$ cat src/rtl/pipe_skid_reg.sv
// pipe_skid_reg: valid/ready stage register with 2-entry skid, flush and stall counter; PIPE_SKID_ZERO_BUBBLE_EN zeroes out_data on empty
module pipe_skid_reg #(
  parameter int             W       = 32,
  parameter logic [W-1:0]   RST_VAL = '0,
  parameter int             CNT_W   = 16
) (
  input  logic             clk,
  input  logic             rst,
  input  logic             flush,
  input  logic             in_valid,
  input  logic [W-1:0]     in_data,
  output logic             in_ready,
  output logic             out_valid,
  output logic [W-1:0]     out_data,
  input  logic             out_ready,
  output logic [CNT_W-1:0] stall_cnt
);
  typedef enum logic [1:0] {EMPTY = 2'd0, BUSY = 2'd1, FULL = 2'd2} state_t;
  state_t           r_state;
  logic [W-1:0]     r_main;
  logic [W-1:0]     r_skid;
  logic             r_out_valid;
  logic             r_in_ready;
  logic [CNT_W-1:0] r_stall_cnt;
  logic             w_in_fire;
  logic             w_out_fire;
  assign w_in_fire  = in_valid & r_in_ready;
  assign w_out_fire = r_out_valid & out_ready;
  assign in_ready   = r_in_ready;
  assign out_valid  = r_out_valid;
  assign out_data   = r_main;
  assign stall_cnt  = r_stall_cnt;
  always_ff @(posedge clk) begin
    if (rst || flush) begin
      r_state     <= EMPTY;
      r_main      <= RST_VAL;
      r_skid      <= RST_VAL;
      r_out_valid <= 1'b0;
      r_in_ready  <= 1'b1;
    end else begin
      case (r_state)
        EMPTY: if (w_in_fire) begin
          r_main      <= in_data;
          r_state     <= BUSY;
          r_out_valid <= 1'b1;
        end
        BUSY: if (w_in_fire && w_out_fire) begin
          r_main <= in_data;
        end else if (w_in_fire) begin
          r_skid     <= in_data;
          r_state    <= FULL;
          r_in_ready <= 1'b0;
        end else if (w_out_fire) begin
          r_state     <= EMPTY;
          r_out_valid <= 1'b0;
`ifdef PIPE_SKID_ZERO_BUBBLE_EN
          r_main      <= RST_VAL;
`endif
        end
        FULL: if (w_out_fire) begin
          r_main     <= r_skid;
          r_state    <= BUSY;
          r_in_ready <= 1'b1;
        end
        default: begin
          r_state     <= EMPTY;
          r_out_valid <= 1'b0;
          r_in_ready  <= 1'b1;
        end
      endcase
    end
  end
  // flush deliberately leaves the counter alone
  always_ff @(posedge clk) begin
    if (rst) r_stall_cnt <= '0;
    else if (r_out_valid && !out_ready && r_stall_cnt != '1) r_stall_cnt <= r_stall_cnt + CNT_W'(1);
  end
endmodule

$ cat config.mk
export PLATFORM = sky130hd
export DESIGN_NAME = pipe_skid_reg
export DESIGN_NICKNAME = d
export VERILOG_FILES = /design/src/rtl/pipe_skid_reg.sv
export SDC_FILE = /design/constraint.sdc
export NUM_CORES = 1
export LEC_CHECK = 0
export BUFFER_PORTS_ARGS = -buffer_cell sky130_fd_sc_hd__clkbuf_2
export CAP_MARGIN = 20
export CELL_PAD_IN_SITES_DETAIL_PLACEMENT = 0
export CELL_PAD_IN_SITES_GLOBAL_PLACEMENT = 1
export CORE_MARGIN = 3
export CORE_UTILIZATION = 39
export CTS_CLUSTER_DIAMETER = 120
export CTS_CLUSTER_SIZE = 8
export DETAILED_ROUTE_END_ITERATION = 8
export PLACE_DENSITY_LB_ADDON = 0.1
export REMOVE_ABC_BUFFERS = 1
export SETUP_SLACK_MARGIN = 0.2
export SLEW_MARGIN = 30
export SYNTH_ARGS = -nofsm -noshare
export SYNTH_HDL_FRONTEND = slang
export SYNTH_SLANG_ARGS = --single-unit
export TNS_END_PERCENT = 1
$ cat constraint.sdc
create_clock -name clk -period 2.11 [get_ports clk]
set_input_delay 0.422 -clock clk [delete_from_list [all_inputs] [get_ports clk]]
set_output_delay 0.422 -clock clk [all_outputs]
set_load 0.005 [all_outputs]
==> summary.md <==
| Metric | Value |
|---|---|
| Max VDD drop | `0.000363 V` |
| # Max-Cap Violations | `0` |
| Final setup vio count | `0` |
| Clk pwr share | `0.378` |
| CP Class | `flop to flop` |
| Layout cells sized above 1 | `0.249` |
| Leakage Power | `0.00195 uW` |
| Dpl cell area | `0.00417 mm2` |
| Min Hold Slack | `0.299 ns` |
| Syn Inst Count | `414` |
| I/O pin cnt | `87` |
| Non-Filler Instances | `605` |
| Vias in the first global route | `2859` |
| WP data arrival | `2.10 ns` |
| Outcome | `finished, final reports clean` |
| Clock root buffer | `clkbuf_8` |
| Total gr overflow | `0` |
| Critical path capture point type | `flop` |
| Area leader, netlist | `dfxtp_1` |
| DP HPWL | `5530 um` |
| Synth unique cells | `41` |
| CP Data Required Time | `2.34 ns` |
| Largest net degree at the start of global routing | `65` |
| DP Cell Count | `588` |
| Die Wd | `102 um` |
| Core box area | `0.00885 mm2` |
| CP max FO | `7` |
| RSZ-0062 raised after global routing | `true` |
| Clock Skews | `0.00823 ns` |
| Period utilization | `0.886` |
| Die Area | `0.0104 mm2` |
| First-pass GRT wire length | `13700 um` |
| Synth cell count leaders | `dfxtp_1, nand2_1, a21oi_1` |
| # rows | `34` |
| Final net count | `530` |
| Hold Path Class | `input pin to flop` |
| Clk_lat worst skew | `0.35 ns` |
| Initial Utilization | `0.407` |
| IO Port Bufs | `86` |
| Min cycle time layout | `1.87 ns` |
| Mapped Area | `0.00360 mm2` |
| Drt pass-1 iters | `4` |
| Layout overhead on the synthesized area | `22.4%` |
| Number of enable flip-flop cells after synthesis | `0` |
| Antenna violations before repair | `0` |
| Post-synth top area share | `0.467` |
| N_diodes | `0` |
| Wirelength, routed | `8430 um` |
| Sw Share | `0.250` |
| Final ANT Viol Nets | `0` |
| Hold-fix buffers, CTS | `0` |
| Crit start category | `flop` |
| Total GRT Usage | `0.165` |
| Worst-path clk slew | `0.09 ns` |
| Logic pwr share | `0.091` |
| Via density | `5.23` |
| WL per Instance | `13.9 um` |
| Max-slew violations | `0` |
| Power Internal | `2330 uW` |
| Max Buffers Root-to-Sink | `2` |
| PwrDens | `703 mW/mm2` |
| Yosys reg bits | `84` |
| Final TNS setup | `0 ns` |
| Vias | `3163` |
| Fillers | `921` |
| Predominant post-synthesis flop cell | `dfxtp_1` |
| CTS Sinks | `84` |
| Avg Cell Area, Syn | `8.70 um2` |
| CTS tree | `built` |
| Least-Margin Pin Slew | `0.427 ns` |
| CTS H-tree depth | `3` |
| 1st-iter DRT viols | `147` |
| Yosys warning total | `0` |
| Dominant cells by area after synthesis | `dfxtp_1, mux2i_1, nand2_1` |
| Net Sw Power | `774 uW` |
| Reg power frac | `0.531` |
| Post-Route Utilization | `0.498` |
| Seq/Total Area, Yosys | `0.467` |
| Most frequent cell after synthesis | `dfxtp_1` |
| Die Ht | `102 um` |
| Final Hold Fails | `0` |
| FFs w/ async S/R, synth | `0` |
| Slew headroom | `0.714` |
| Achievable Freq | `0.535 GHz` |
| Total CTS buffers | `9` |
| DRC viols | `0` |
| Post-layout instance area | `0.00441 mm2` |
| Gpl congestion | `0.807` |
-- cell families after synthesis --
kind of cell / count (synthesis) / synth area share
muxes: 36 / 0.101
buffers and inverters: 33 / 0.0396
adders and majority gates: 1 / 0.00347
AOI/OAI and AO/OA: 97 / 0.171
and+or+nand+nor: 162 / 0.216
xor gates and xnor gates: 1 / 0.00243
DFF: 84 / 0.467
-- what timing repair did --
| item | CTS | global route |
|---|---|---|
| hold endpoints to repair | 0 | 0 |
| setup endpoints to repair | 0 | 6 |
| buffers inserted | 0 | 1 |
| gates resized for setup | 0 | 5 |
-- critical path: stages, from the launching register on --
cell	delay, ns
dfxtp_1	0.46
nand4_1	0.40
nor4_4	0.46
nor2b_1	0.13
mux2_1	0.32
-- placed cells by master, fill, tap and decap left out, types with 2 or more instances in the layout --
| cell type | count |
|---|---|
| nand3_1 | 5 |
| clkinvlp_4 | 3 |
| buf_12 | 4 |
| nor4_4 | 2 |
| and3b_1 | 2 |
| nand2_1 | 73 |
| o21bai_1 | 2 |
| nand2b_1 | 6 |
| mux2i_1 | 33 |
| clkbuf_2 | 86 |
| o21ai_0 | 7 |
| a211oi_1 | 32 |
| a21oi_1 | 46 |
| nor2_1 | 39 |
| nor4_1 | 2 |
| nand4_1 | 6 |
| nor2b_1 | 5 |
| or4_1 | 3 |
| buf_4 | 8 |
| inv_1 | 2 |
| dfxtp_1 | 83 |
| and4_1 | 4 |
| clkbuf_8 | 10 |
| mux2_1 | 2 |
| o31ai_1 | 3 |
| or3_1 | 6 |
-- power groups by stage --
stage	clock network, uW	logic, uW	registers, uW
after floorplan	0	143	1690
after global placement	0	284	1680
after detailed placement	0	286	1680
after CTS	1210	287	1650
after global routing	1280	319	1650
final	1170	282	1650
-- flip-flops by register name (all words and copies together) (netlist names) --
| register | flops |
|---|---|
| out_valid | 1 |
| r_skid | 32 |
| r_state | 2 |
| stall_cnt | 16 |
| in_ready | 1 |
| out_data | 32 |
-- layout make-up --
class | count | area (um2) | area share
Sequential cell | 84 | 1680 | 0.382
Inverter | 2 | 7.51 | 0.00170
Clock buffer | 11 | 141 | 0.0321
Clock inverter | 5 | 61.3 | 0.0139
Multi-Input combinational cell | 297 | 1810 | 0.411
Timing Repair Buffer | 98 | 571 | 0.129
Tap cell | 108 | 135 | 0.0306
-- layer usage --
| layer | up-vias | wire length [um] | track usage |
|---|---|---|---|
| met2 | 66 | 3920 | 0.262 |
| met5 | - | 0 | 0 |
| met3 | 7 | 465 | 0.0410 |
| met1 | 1463 | 3960 | 0.219 |
| li1 | 1627 | - | - |
| met4 | 0 | 80 | 0.0575 |
-- worst paths after layout --
| check | startpoint | end | slack, ns | depth (start not counted) |
|---|---|---|---|---|
| max | stall_cnt[8]$_SDFFE_PP0P_ | stall_cnt[0]$_SDFFE_PP0P_ | 0.24 | 4 |
| min | in_data[25] | r_skid[25]$_SDFFE_PP0P_ | 0.30 | 3 |
| max reg2reg | stall_cnt[8]$_SDFFE_PP0P_ | stall_cnt[0]$_SDFFE_PP0P_ | 0.24 | 4 |
| min reg2reg | r_skid[7]$_SDFFE_PP0P_ | r_skid[7]$_SDFFE_PP0P_ | 0.46 | 2 |
-- stage by stage --
step / setup WS (ns) / total power [uW]
floorplan: -0.210 / 1830
global placement: 0.246 / 1970
detailed placement: 0.210 / 1970
CTS: 0.201 / 3150
global route: 0.115 / 3250
finish: 0.242 / 3100
Note: power is estimated with default switching activity, not from simulation.
